### config.mk
export PLATFORM = sky130hd
export DESIGN_NAME = x_300_mod_241_serial
export DESIGN_NICKNAME = d
export VERILOG_FILES = /design/src/rtl/mod241_pkg.sv /design/src/rtl/mod241_fold16.sv /design/src/rtl/x_300_mod_241_serial.sv
export SDC_FILE = /design/constraint.sdc
export NUM_CORES = 1
export LEC_CHECK = 0
export CORE_MARGIN = 2
export CORE_UTILIZATION = 68
export CTS_BUF_LIST = sky130_fd_sc_hd__clkbuf_16
export CTS_CLUSTER_SIZE = 10
export DETAILED_ROUTE_END_ITERATION = 6
export PLACE_DENSITY = 0.88
export SLEW_MARGIN = 0
export SYNTH_ARGS = -nofsm -noshare
export SYNTH_HDL_FRONTEND = slang
export SYNTH_SLANG_ARGS = --single-unit
### constraint.sdc
create_clock -name clk -period 25.1 [get_ports clk]
set_input_delay 3.765 -clock clk [delete_from_list [all_inputs] [get_ports clk]]
set_output_delay 3.765 -clock clk [all_outputs]
set_load 0.01 [all_outputs]
### src/rtl/mod241_pkg.sv
`default_nettype none
// ============================================================================
// Module   : mod241_pkg
// Purpose  : Shared constants, state encoding and weight lookup for the
//            streaming X mod 241 residue engine.
// Revision : 1.0 - initial release
// ============================================================================
package mod241_pkg;

  localparam int N_BITS  = 300;
  localparam int DIGIT_W = 8;
  localparam int ND      = (N_BITS + DIGIT_W - 1) / DIGIT_W;   // 38 digits
  localparam int IDX_W   = $clog2(ND + 1);

  localparam logic [7:0] MOD = 8'd241;

  // Bits of the top digit that belong to the operand (300 - 37*8 = 4).
  localparam int         TOP_BITS = N_BITS - (ND - 1) * DIGIT_W;
  localparam logic [7:0] TOP_MASK = 8'((1 << TOP_BITS) - 1);

  // 256^i mod 241 repeats with period 3: 1, 15, 225.
  localparam logic [2:0][7:0] WEIGHT = {8'd225, 8'd15, 8'd1};

  typedef enum logic [1:0] {
    IDLE = 2'd0,
    ACC  = 2'd1,
    DONE = 2'd2
  } state_t;

  // Weight for the current digit position; wsel never reaches 3.
  function automatic logic [7:0] weight_of(input logic [1:0] wsel);
    logic [7:0] w;
    case (wsel)
      2'd1:    w = WEIGHT[1];
      2'd2:    w = WEIGHT[2];
      default: w = WEIGHT[0];
    endcase
    return w;
  endfunction

endpackage
`default_nettype wire

### src/rtl/mod241_fold16.sv
`default_nettype none
// ============================================================================
// Module   : mod241_fold16
// Purpose  : Combinational 16-bit value -> residue mod 241 (0..240).
//            Uses 256 == 15 (mod 241): two folds shrink the value to <=480,
//            then two conditional subtracts finish the reduction.
// Revision : 1.0 - initial release
// ============================================================================
module mod241_fold16
  import mod241_pkg::*;
(
  input  logic [15:0] in_val,
  output logic [7:0]  out_res
);

  logic [11:0] fold1;
  logic [8:0]  fold2;
  logic [8:0]  sub1;
  logic [8:0]  sub2;

  // Fold high byte onto low byte twice, then bring the <=480 result below 241.
  always_comb begin
    fold1   = 12'(in_val[7:0]) + 12'(in_val[15:8]) * 12'd15;   // <= 4080
    fold2   = 9'(fold1[7:0]) + 9'(fold1[11:8]) * 9'd15;        // <= 480
    sub1    = (fold2 >= 9'(MOD)) ? (fold2 - 9'(MOD)) : fold2;
    sub2    = (sub1 >= 9'(MOD)) ? (sub1 - 9'(MOD)) : sub1;
    out_res = 8'(sub2);
  end

endmodule
`default_nettype wire

### src/rtl/x_300_mod_241_serial.sv
`default_nettype none
// ============================================================================
// Module   : x_300_mod_241_serial
// Purpose  : Streaming residue engine. Accepts a 300-bit operand as an
//            LSB-first byte stream (valid/ready) and returns X mod 241.
//            Optional build macro X_MOD_241_CHECK_EN adds an expected-residue
//            input and a registered mismatch flag.
// Revision : 1.0 - initial release
// ============================================================================
module x_300_mod_241_serial
  import mod241_pkg::*;
(
  input  logic       clk,
  input  logic       rst,
  input  logic       in_valid,
  output logic       in_ready,
  input  logic [7:0] in_data,
  input  logic       in_last,
  output logic       out_valid,
  input  logic       out_ready,
  output logic [7:0] out_res,
  output logic       out_err
`ifdef X_MOD_241_CHECK_EN
  ,
  input  logic [7:0] exp_res,
  output logic       out_mismatch
`endif
);

  state_t           state_q, state_d;
  logic [IDX_W-1:0] idx_q, idx_d;
  logic [7:0]       acc_q, acc_d;
  logic [1:0]       wsel_q, wsel_d;
  logic             out_valid_q, out_valid_d;
  logic [7:0]       out_res_q, out_res_d;
  logic             out_err_q, out_err_d;

  logic             beat;
  logic             at_top;
  logic             frame_end;
  logic             frame_err;
  logic [7:0]       digit;
  logic [15:0]      prod;
  logic [7:0]       prod_res;
  logic [8:0]       acc_sum;
  logic [7:0]       acc_n;

`ifdef X_MOD_241_CHECK_EN
  logic             mismatch_q, mismatch_d;
`endif

  // Input is accepted whenever no residue is pending and reset is released.
  assign in_ready  = ~rst & (state_q != DONE);
  assign beat      = in_valid & in_ready;
  assign at_top    = (idx_q == IDX_W'(ND - 1));
  assign frame_end = beat & (at_top | in_last);
  // An error is a frame ended by only one of the two criteria.
  assign frame_err = at_top ^ in_last;

  // Digit weighting: mask unused top-digit bits, multiply by 256^i mod 241.
  always_comb begin
    digit = at_top ? (in_data & TOP_MASK) : in_data;
    prod  = 16'(digit) * 16'(weight_of(wsel_q));
  end

  mod241_fold16 u_fold (
    .in_val  (prod),
    .out_res (prod_res)
  );

  // Modular accumulate: both terms are below 241, so one subtract suffices.
  always_comb begin
    acc_sum = 9'(acc_q) + 9'(prod_res);
    acc_n   = (acc_sum >= 9'(MOD)) ? 8'(acc_sum - 9'(MOD)) : 8'(acc_sum);
  end

  // Next-state, datapath update and output-register logic.
  always_comb begin
    state_d     = state_q;
    idx_d       = idx_q;
    acc_d       = acc_q;
    wsel_d      = wsel_q;
    out_valid_d = out_valid_q;
    out_res_d   = out_res_q;
    out_err_d   = out_err_q;
`ifdef X_MOD_241_CHECK_EN
    mismatch_d  = mismatch_q;
`endif
    case (state_q)
      IDLE, ACC: begin
        if (beat) begin
          acc_d   = acc_n;
          idx_d   = idx_q + IDX_W'(1);
          wsel_d  = (wsel_q == 2'd2) ? 2'd0 : (wsel_q + 2'd1);
          state_d = ACC;
          if (frame_end) begin
            state_d     = DONE;
            out_valid_d = 1'b1;
            out_res_d   = acc_n;
            out_err_d   = frame_err;
`ifdef X_MOD_241_CHECK_EN
            mismatch_d  = (acc_n != exp_res);
`endif
          end
        end
      end
      DONE: begin
        // Residue held until the consumer takes it; then start clean.
        if (out_valid_q && out_ready) begin
          state_d     = IDLE;
          out_valid_d = 1'b0;
          acc_d       = 8'd0;
          idx_d       = '0;
          wsel_d      = 2'd0;
        end
      end
      default: begin
        state_d = IDLE;
      end
    endcase
  end

  // State and datapath registers with synchronous reset.
  always_ff @(posedge clk) begin
    if (rst) begin
      state_q     <= IDLE;
      idx_q       <= '0;
      acc_q       <= 8'd0;
      wsel_q      <= 2'd0;
      out_valid_q <= 1'b0;
      out_res_q   <= 8'd0;
      out_err_q   <= 1'b0;
    end else begin
      state_q     <= state_d;
      idx_q       <= idx_d;
      acc_q       <= acc_d;
      wsel_q      <= wsel_d;
      out_valid_q <= out_valid_d;
      out_res_q   <= out_res_d;
      out_err_q   <= out_err_d;
    end
  end

`ifdef X_MOD_241_CHECK_EN
  // Mismatch flag register, updated alongside the residue.
  always_ff @(posedge clk) begin
    if (rst) begin
      mismatch_q <= 1'b0;
    end else begin
      mismatch_q <= mismatch_d;
    end
  end

  assign out_mismatch = mismatch_q;
`endif

  assign out_valid = out_valid_q;
  assign out_res   = out_res_q;
  assign out_err   = out_err_q;

endmodule
`default_nettype wire
==> results of run 1 <==
-- sequential cells by signal, indices dropped and copies added, names as in the netlist --
register   cells
idx_q          6
acc_q          8
state_q        2
out_valid      1
out_err        1
wsel_q         2
out_res        8
-- metal layers --
metal	up-vias	GRT usage [%]	share of wire, %
li1	2243	-	-
met1	2193	34.6	44
met2	97	50.9	52
met3	11	1.85	2.9
met4	0	4.83	1.0
met5	-	0	0
-- critical path: cells and delay by family --
family | cells | cell delay, ns
compound gates | 21 | 5.83
fa+ha+maj | 14 | 5.11
xor+xnor | 8 | 2.28
simple gates | 7 | 1.33
buf+inv | 9 | 0.92
-- metrics by stage --
step	utilization [%]	setup slack [ns]	hold slack [ns]	instance area, um2	std cells
2_1_floorplan	-	7.83	0.407	5540	658
3_3_place_gp	75.4	6.55	0.414	5890	779
3_5_place_dp	75.4	5.71	0.428	5890	779
4_1_cts	76.7	5.96	0.433	5990	783
5_1_grt	76.7	4.71	0.459	5990	783
6_report	76.7	5.95	0.435	5990	783
-- worst max path at each step --
| stage | start | to |
|---|---|---|
| floorplan | in_data[1] | out_res[7]$_SDFFE_PP0P_ |
| global placement | in_data[1] | out_res[7]$_SDFFE_PP0P_ |
| detailed placement | in_data[0] | out_res[6]$_SDFFE_PP0P_ |
| CTS | in_data[1] | out_res[6]$_SDFFE_PP0P_ |
| global route | in_data[1] | out_res[6]$_SDFFE_PP0P_ |
| finish | in_data[0] | out_res[6]$_SDFFE_PP0P_ |
-- cells in the mapped netlist (all sizes together), types with 2 or more instances --
cell type | number | area, um2
a2111oi | 3 | 26.3
a211o | 3 | 27.5
a211oi | 10 | 80.1
a21boi | 2 | 15.0
a21o | 14 | 105
a21oi | 36 | 184
a22o | 2 | 17.5
a22oi | 2 | 15.0
a311oi | 3 | 43.8
and2 | 7 | 43.8
clkbuf | 4 | 15.0
dfxtp | 28 | 561
fa | 45 | 901
ha | 103 | 1290
inv | 119 | 447
maj3 | 3 | 30.0
mux2i | 4 | 40.0
nand2 | 39 | 146
nand2b | 5 | 31.3
nand3 | 5 | 25.0
nand4 | 7 | 43.8
nor2 | 51 | 199
nor2b | 7 | 43.8
nor3 | 12 | 60.1
nor3b | 4 | 30.0
nor4 | 5 | 31.3
o211ai | 4 | 35.0
o21a | 5 | 37.5
o21ai | 20 | 108
o21bai | 6 | 45.0
o31ai | 8 | 73.8
or2 | 5 | 33.8
xnor2 | 49 | 429
xor2 | 22 | 193
-- cell usage in the layout, fill, tap and decap left out, drive strengths merged, types with 5 or more instances in the layout --
cell type,n
clkdlybuf4s50,23
o21bai,6
a21o,14
dfxtp,28
inv,119
nand3,5
nor3,12
o21a,5
nor4,5
nand2b,5
nor2b,7
and2,7
or2,5
fa,45
a211oi,10
nand4,7
xnor2,49
o31ai,8
o21ai,20
nand2,39
xor2,22
ha,103
a21oi,36
nor2,51
-- cell families (layout without fill, tap and decap cells) --
group	count (synthesis)	after routing	synth area share (%)
simple gates	154	154	13.4
fa+ha+maj	151	151	40.1
buf+inv	124	147	8.40
compound gates	126	126	16.0
flops	28	28	10.1
mux	4	4	0.723
xor+xnor	71	71	11.2
-- final cells by class --
cell class / instances / area share [%]
clock inverter: 1 / 0.501
sequential: 28 / 9.36
timing repair buffer: 24 / 3.97
tap: 102 / 2.13
inverter: 119 / 7.46
clock buffer: 3 / 1.25
multi-input combinational: 506 / 75.3
==> results.py, run 1 <==
metrics = {
    "outcome": {
        "status": "complete, no violations",
    },
    "timing": {
        "drv_slew": 0,
        "hold_viol": 0,
        "max_slew_margin_pct": 29.2,
        "tightest_slew_ns": 1.06,
        "fin_crit_sh_pct": 76.3,
        "final.setup.tns_ns": 0,
        "setup_viol": 0,
        "clock_skew_ns": 0.00267,
        "max_freq_ghz": 0.0522,
        "rsz0062_at_grt": "false",
        "finalCriticalPeriod_ns": 19.15,
    },
    "critical_path": {
        "ff2ff_path_depth": 59,
        "cp.required_ns": 25.21,
        "crit_fanout": 9,
        "cp-end-kind": "flip-flop",
        "crit_slowest_cell": "a2111oi_0",
        "crit_arrival_ns": 19.26,
        "crit_top_cell": "ha_1",
        "r2r_slack_ns": 9.11,
        "r2r_start": "wsel_q[0]$_SDFFE_PP0P_",
        "crit_type": "input port to flip-flop",
        "timing.critical_path.slowest_cell_delay_ns": 0.58,
        "timing.rr.end": "out_res[6]$_SDFFE_PP0P_",
        "cp-start-kind": "input port",
    },
    "floorplan": {
        "initial_utilization_pct": 70.9,
        "core_area_mm2": 0.00781,
        "die_h_um": 94.3,
        "die_w_um": 94.3,
        "rows": 32,
        "die_area_mm2": 0.00888,
        "boundaryPins": 24,
    },
    "detailed_routing": {
        "drt_wl_total_um": 11700,
        "vias": 4544,
        "routedWlPerCell_um": 14.9,
        "postRouteAntennaNets": 0,
        "routed_via_density": 5.80,
        "drtIter0Drc": 195,
        "drc": 0,
        "drtPass1Iterations": 4,
    },
    "global_route": {
        "antenna_found_initial": 0,
        "grt_max_degree": 21,
        "grt_overflow": 0,
        "grt_pass1_vias": 4473,
        "grt_usage_pct": 27.2,
        "grt_pass1_wl_um": 19700,
    },
    "synthesis": {
        "synth_nets": 819,
        "syn-cell-area_mm2": 0.00554,
        "synth-seq-area-share_pct": 10.1,
        "synth_edf_count": 0,
        "ys_ff_latch": 28,
        "synthFlopType": "dfxtp_1",
        "synthCells": 658,
        "syn_avg_cell_area_um2": 8.42,
        "yosysUniqueCellTypes": 59,
        "async_flop_share_pct": 0,
        "yosys_warnings": 0,
    },
    "layout": {
        "multi_input_area_mm2": 0.00451,
        "fin_nets": 843,
        "filler_cell_count": 553,
        "final_layout_size_suffix_gt1_share_pct": 3.08,
        "area_delta_synth_final_pct": 8.15,
        "n_antenna_cell": 0,
        "regArea_um2": 561,
    },
    "clock_network": {
        "cts-root-buf": "clkbuf_16",
        "clock-sinks": 28,
        "cts_buffers": 3,
        "htreeDepth": 1,
        "cts_hold_buffers": 0,
        "tritoncts": "done",
        "cts_setup_buffers": 0,
        "cts_resized": 0,
        "clk_latency_ns": 0.26,
        "cts.path.max_buffers": 2,
        "path_clk_slew_ns": 0.07,
    },
    "job": {
        "cap_viol_max_count": 0,
    },
    "placement": {
        "dp_hpwl_um": 9840,
        "place_congestion": 0.895,
        "portBuffers": 23,
    },
    "hold_path": {
        "hp-start": "state_q[1]$_SDFFE_PP0P_",
        "min_path_type": "flip-flop to flip-flop",
        "whs_path_depth": 1,
        "hold_end": "state_q[0]$_SDFFE_PP0P_",
    },
}
Power of run 1 is not shown: default switching activity piles up to over one toggle a cycle in this logic, so the estimate is an artifact.
==> inputs of run 2 (changes only) <==
--- a/config.mk
+++ b/config.mk
@@ -6,11 +6,11 @@
 export NUM_CORES = 1
 export LEC_CHECK = 0
 export CORE_MARGIN = 2
-export CORE_UTILIZATION = 68
+export CORE_UTILIZATION = 64
 export CTS_BUF_LIST = sky130_fd_sc_hd__clkbuf_16
 export CTS_CLUSTER_SIZE = 10
 export DETAILED_ROUTE_END_ITERATION = 6
-export PLACE_DENSITY = 0.88
+export PLACE_DENSITY = 0.84
 export SLEW_MARGIN = 0
 export SYNTH_ARGS = -nofsm -noshare
 export SYNTH_HDL_FRONTEND = slang
==> constraint.sdc (replaced) <==
create_clock -name clk -period 19.07 [get_ports clk]
set_input_delay 2.8605 -clock clk [delete_from_list [all_inputs] [get_ports clk]]
set_output_delay 2.8605 -clock clk [all_outputs]
set_load 0.01 [all_outputs]
==> run 2 against run 1 <==
Critical path depth did not move. Hold slack improved by 0.062 ns. Die area rose by 6.0%. Sequential share of layout area barely moved. Non-clock buffer count fell by 1. Final cell count rose by 0.26%. Core utilization fell by 4.5 points. Flip-flop and latch count did not move.
==> results.py, run 2 (synthesis gave the netlist of run 1 again) <==
metrics = {
    "outcome": {
        "status": "complete, no violations",
    },
    "critical_path": {
        "r2r_slack_ns": 3.41,
        "crit_family": "adder cells",
        "cp.required_ns": 19.17,
        "crit_top_cell": "inv_1",
        "crit_slowest_cell": "a2111oi_0",
        "cp-start-kind": "input port",
        "crit_fanout": 9,
        "timing.critical_path.slowest_cell_delay_ns": 0.61,
        "timing.rr.end": "out_res[6]$_SDFFE_PP0P_",
        "cp-end-kind": "flip-flop",
        "crit_type": "input port to flip-flop",
        "ff2ff_path_depth": 60,
        "crit_arrival_ns": 18.03,
        "path_buf_inv": 10,
        "r2r_start": "wsel_q[1]$_SDFFE_PP0P_",
    },
    "placement": {
        "dpl_cell_area_mm2": 0.00588,
        "dp_hpwl_um": 9410,
        "place_ws_ns": 0.760,
        "place_congestion": 0.875,
        "portBuffers": 23,
    },
    "clock_network": {
        "path_clk_slew_ns": 0.07,
        "cts_buffers": 3,
        "cts-root-buf": "clkbuf_16",
        "clk_latency_ns": 0.26,
        "cts_hold_buffers": 0,
        "clock-sinks": 28,
        "tritoncts": "done",
        "cts_setup_buffers": 0,
        "htreeDepth": 1,
        "cts.path.max_buffers": 2,
    },
    "timing": {
        "max_freq_ghz": 0.0558,
        "finalCriticalPeriod_ns": 17.93,
        "max_slew_margin_pct": 26.5,
        "setup_viol": 0,
        "final.setup.worst_slack_ns": 1.14,
        "hold_viol": 0,
        "clock_skew_ns": 0.00314,
        "drv_slew": 0,
        "final.setup.tns_ns": 0,
        "tightest_slew_ns": 1.10,
        "fin_crit_sh_pct": 94.0,
        "rsz0062_at_grt": "false",
    },
    "job": {
        "cap_viol_max_count": 0,
    },
    "detailed_routing": {
        "vias": 4475,
        "routed_via_density": 5.70,
        "routedWlPerCell_um": 14.1,
        "drt_wl_total_um": 11100,
        "drtIter0Drc": 215,
        "drc": 0,
        "drtPass1Iterations": 5,
        "postRouteAntennaNets": 0,
    },
    "floorplan": {
        "die_area_mm2": 0.00941,
        "boundaryPins": 24,
        "initial_utilization_pct": 66.7,
        "rows": 33,
        "die_h_um": 97.0,
        "core_area_mm2": 0.00830,
        "die_w_um": 97.0,
    },
    "layout": {
        "n_antenna_cell": 0,
        "stdcell_area_mm2": 0.00599,
        "final_cell_mix": "inv_1, ha_1, nor2_1",
        "final_common_cell": "inv_1",
        "final_layout_size_suffix_gt1_share_pct": 3.09,
        "area_delta_synth_final_pct": 8.22,
        "fin_nets": 842,
        "filler_cell_count": 642,
    },
    "hold_path": {
        "min_path_type": "flip-flop to flip-flop",
        "whs_path_depth": 2,
        "hold_end": "out_err$_SDFFE_PP0P_",
        "hp-start": "out_err$_SDFFE_PP0P_",
    },
    "global_route": {
        "antenna_found_initial": 0,
        "grt_max_degree": 21,
        "grt_usage_pct": 23.6,
        "grt_overflow": 0,
        "grt_pass1_vias": 4422,
        "grt_pass1_wl_um": 19300,
    },
}
==> run 2: cell types whose count changed in the layout (fill, tap and decap cells not counted), sizes merged <==
cell  before  now
buf        1    0
==> run 2: what timing repair did <==
| action | CTS | global route |
|---|---|---|
| hold endpoints to repair | 0 | 0 |
| setup endpoints to repair | 0 | 8 |
| resized for setup | 0 | 1 |
==> run 2: tightest hold or removal path, delay by kind of cell (launching register included) <==
| family | cells | cell delay, ns |
|---|---|---|
| flops | 1 | 0.31 |
| compound gates | 2 | 0.14 |
==> run 2: routing by layer <==
layer  track usage (%)  wire length [um]  up-vias
met2              42.4              5460       93
met1              31.3              5110     2129
met4              3.79               127        0
met5                 0                 0        -
li1                  -                 -     2241
met3              2.24               397       12
==> run 2: cell type report <==
type                    count  area (um2)  area share [%]
clock inverters             1        30.0           0.501
repair buffers             23         230            3.84
well taps                 105         131            2.19
flip-flops and latches     28         561            9.35
clock buffers               3        75.1            1.25
multi-input cells         506        4520            75.4
inverters                 119         447            7.45
==> run 2: worst max path at each step <==
stage	start	endpoint	slack [ns]	cells after the start
after floorplan	in_data[1]	out_res[7]$_SDFFE_PP0P_	2.70	57
after global placement	in_data[1]	out_res[7]$_SDFFE_PP0P_	1.22	58
after detailed placement	in_data[1]	out_res[6]$_SDFFE_PP0P_	0.76	58
after CTS	in_data[1]	out_res[7]$_SDFFE_PP0P_	1.02	58
after global routing	in_data[0]	out_res[3]$_SDFFE_PP0P_	0.14	60
final	in_data[1]	out_res[6]$_SDFFE_PP0P_	1.14	59
==> run 2: stage by stage <==
step                      hold slack, ns  instances  utilization, %
after detailed placement           0.455        781            70.9
after CTS                          0.488        785            72.1
final                              0.497        785            72.2
after floorplan                    0.407        658               -
after global routing               0.491        785            72.2
after global placement             0.414        781            70.9
Power of run 2 is left out for the same reason.
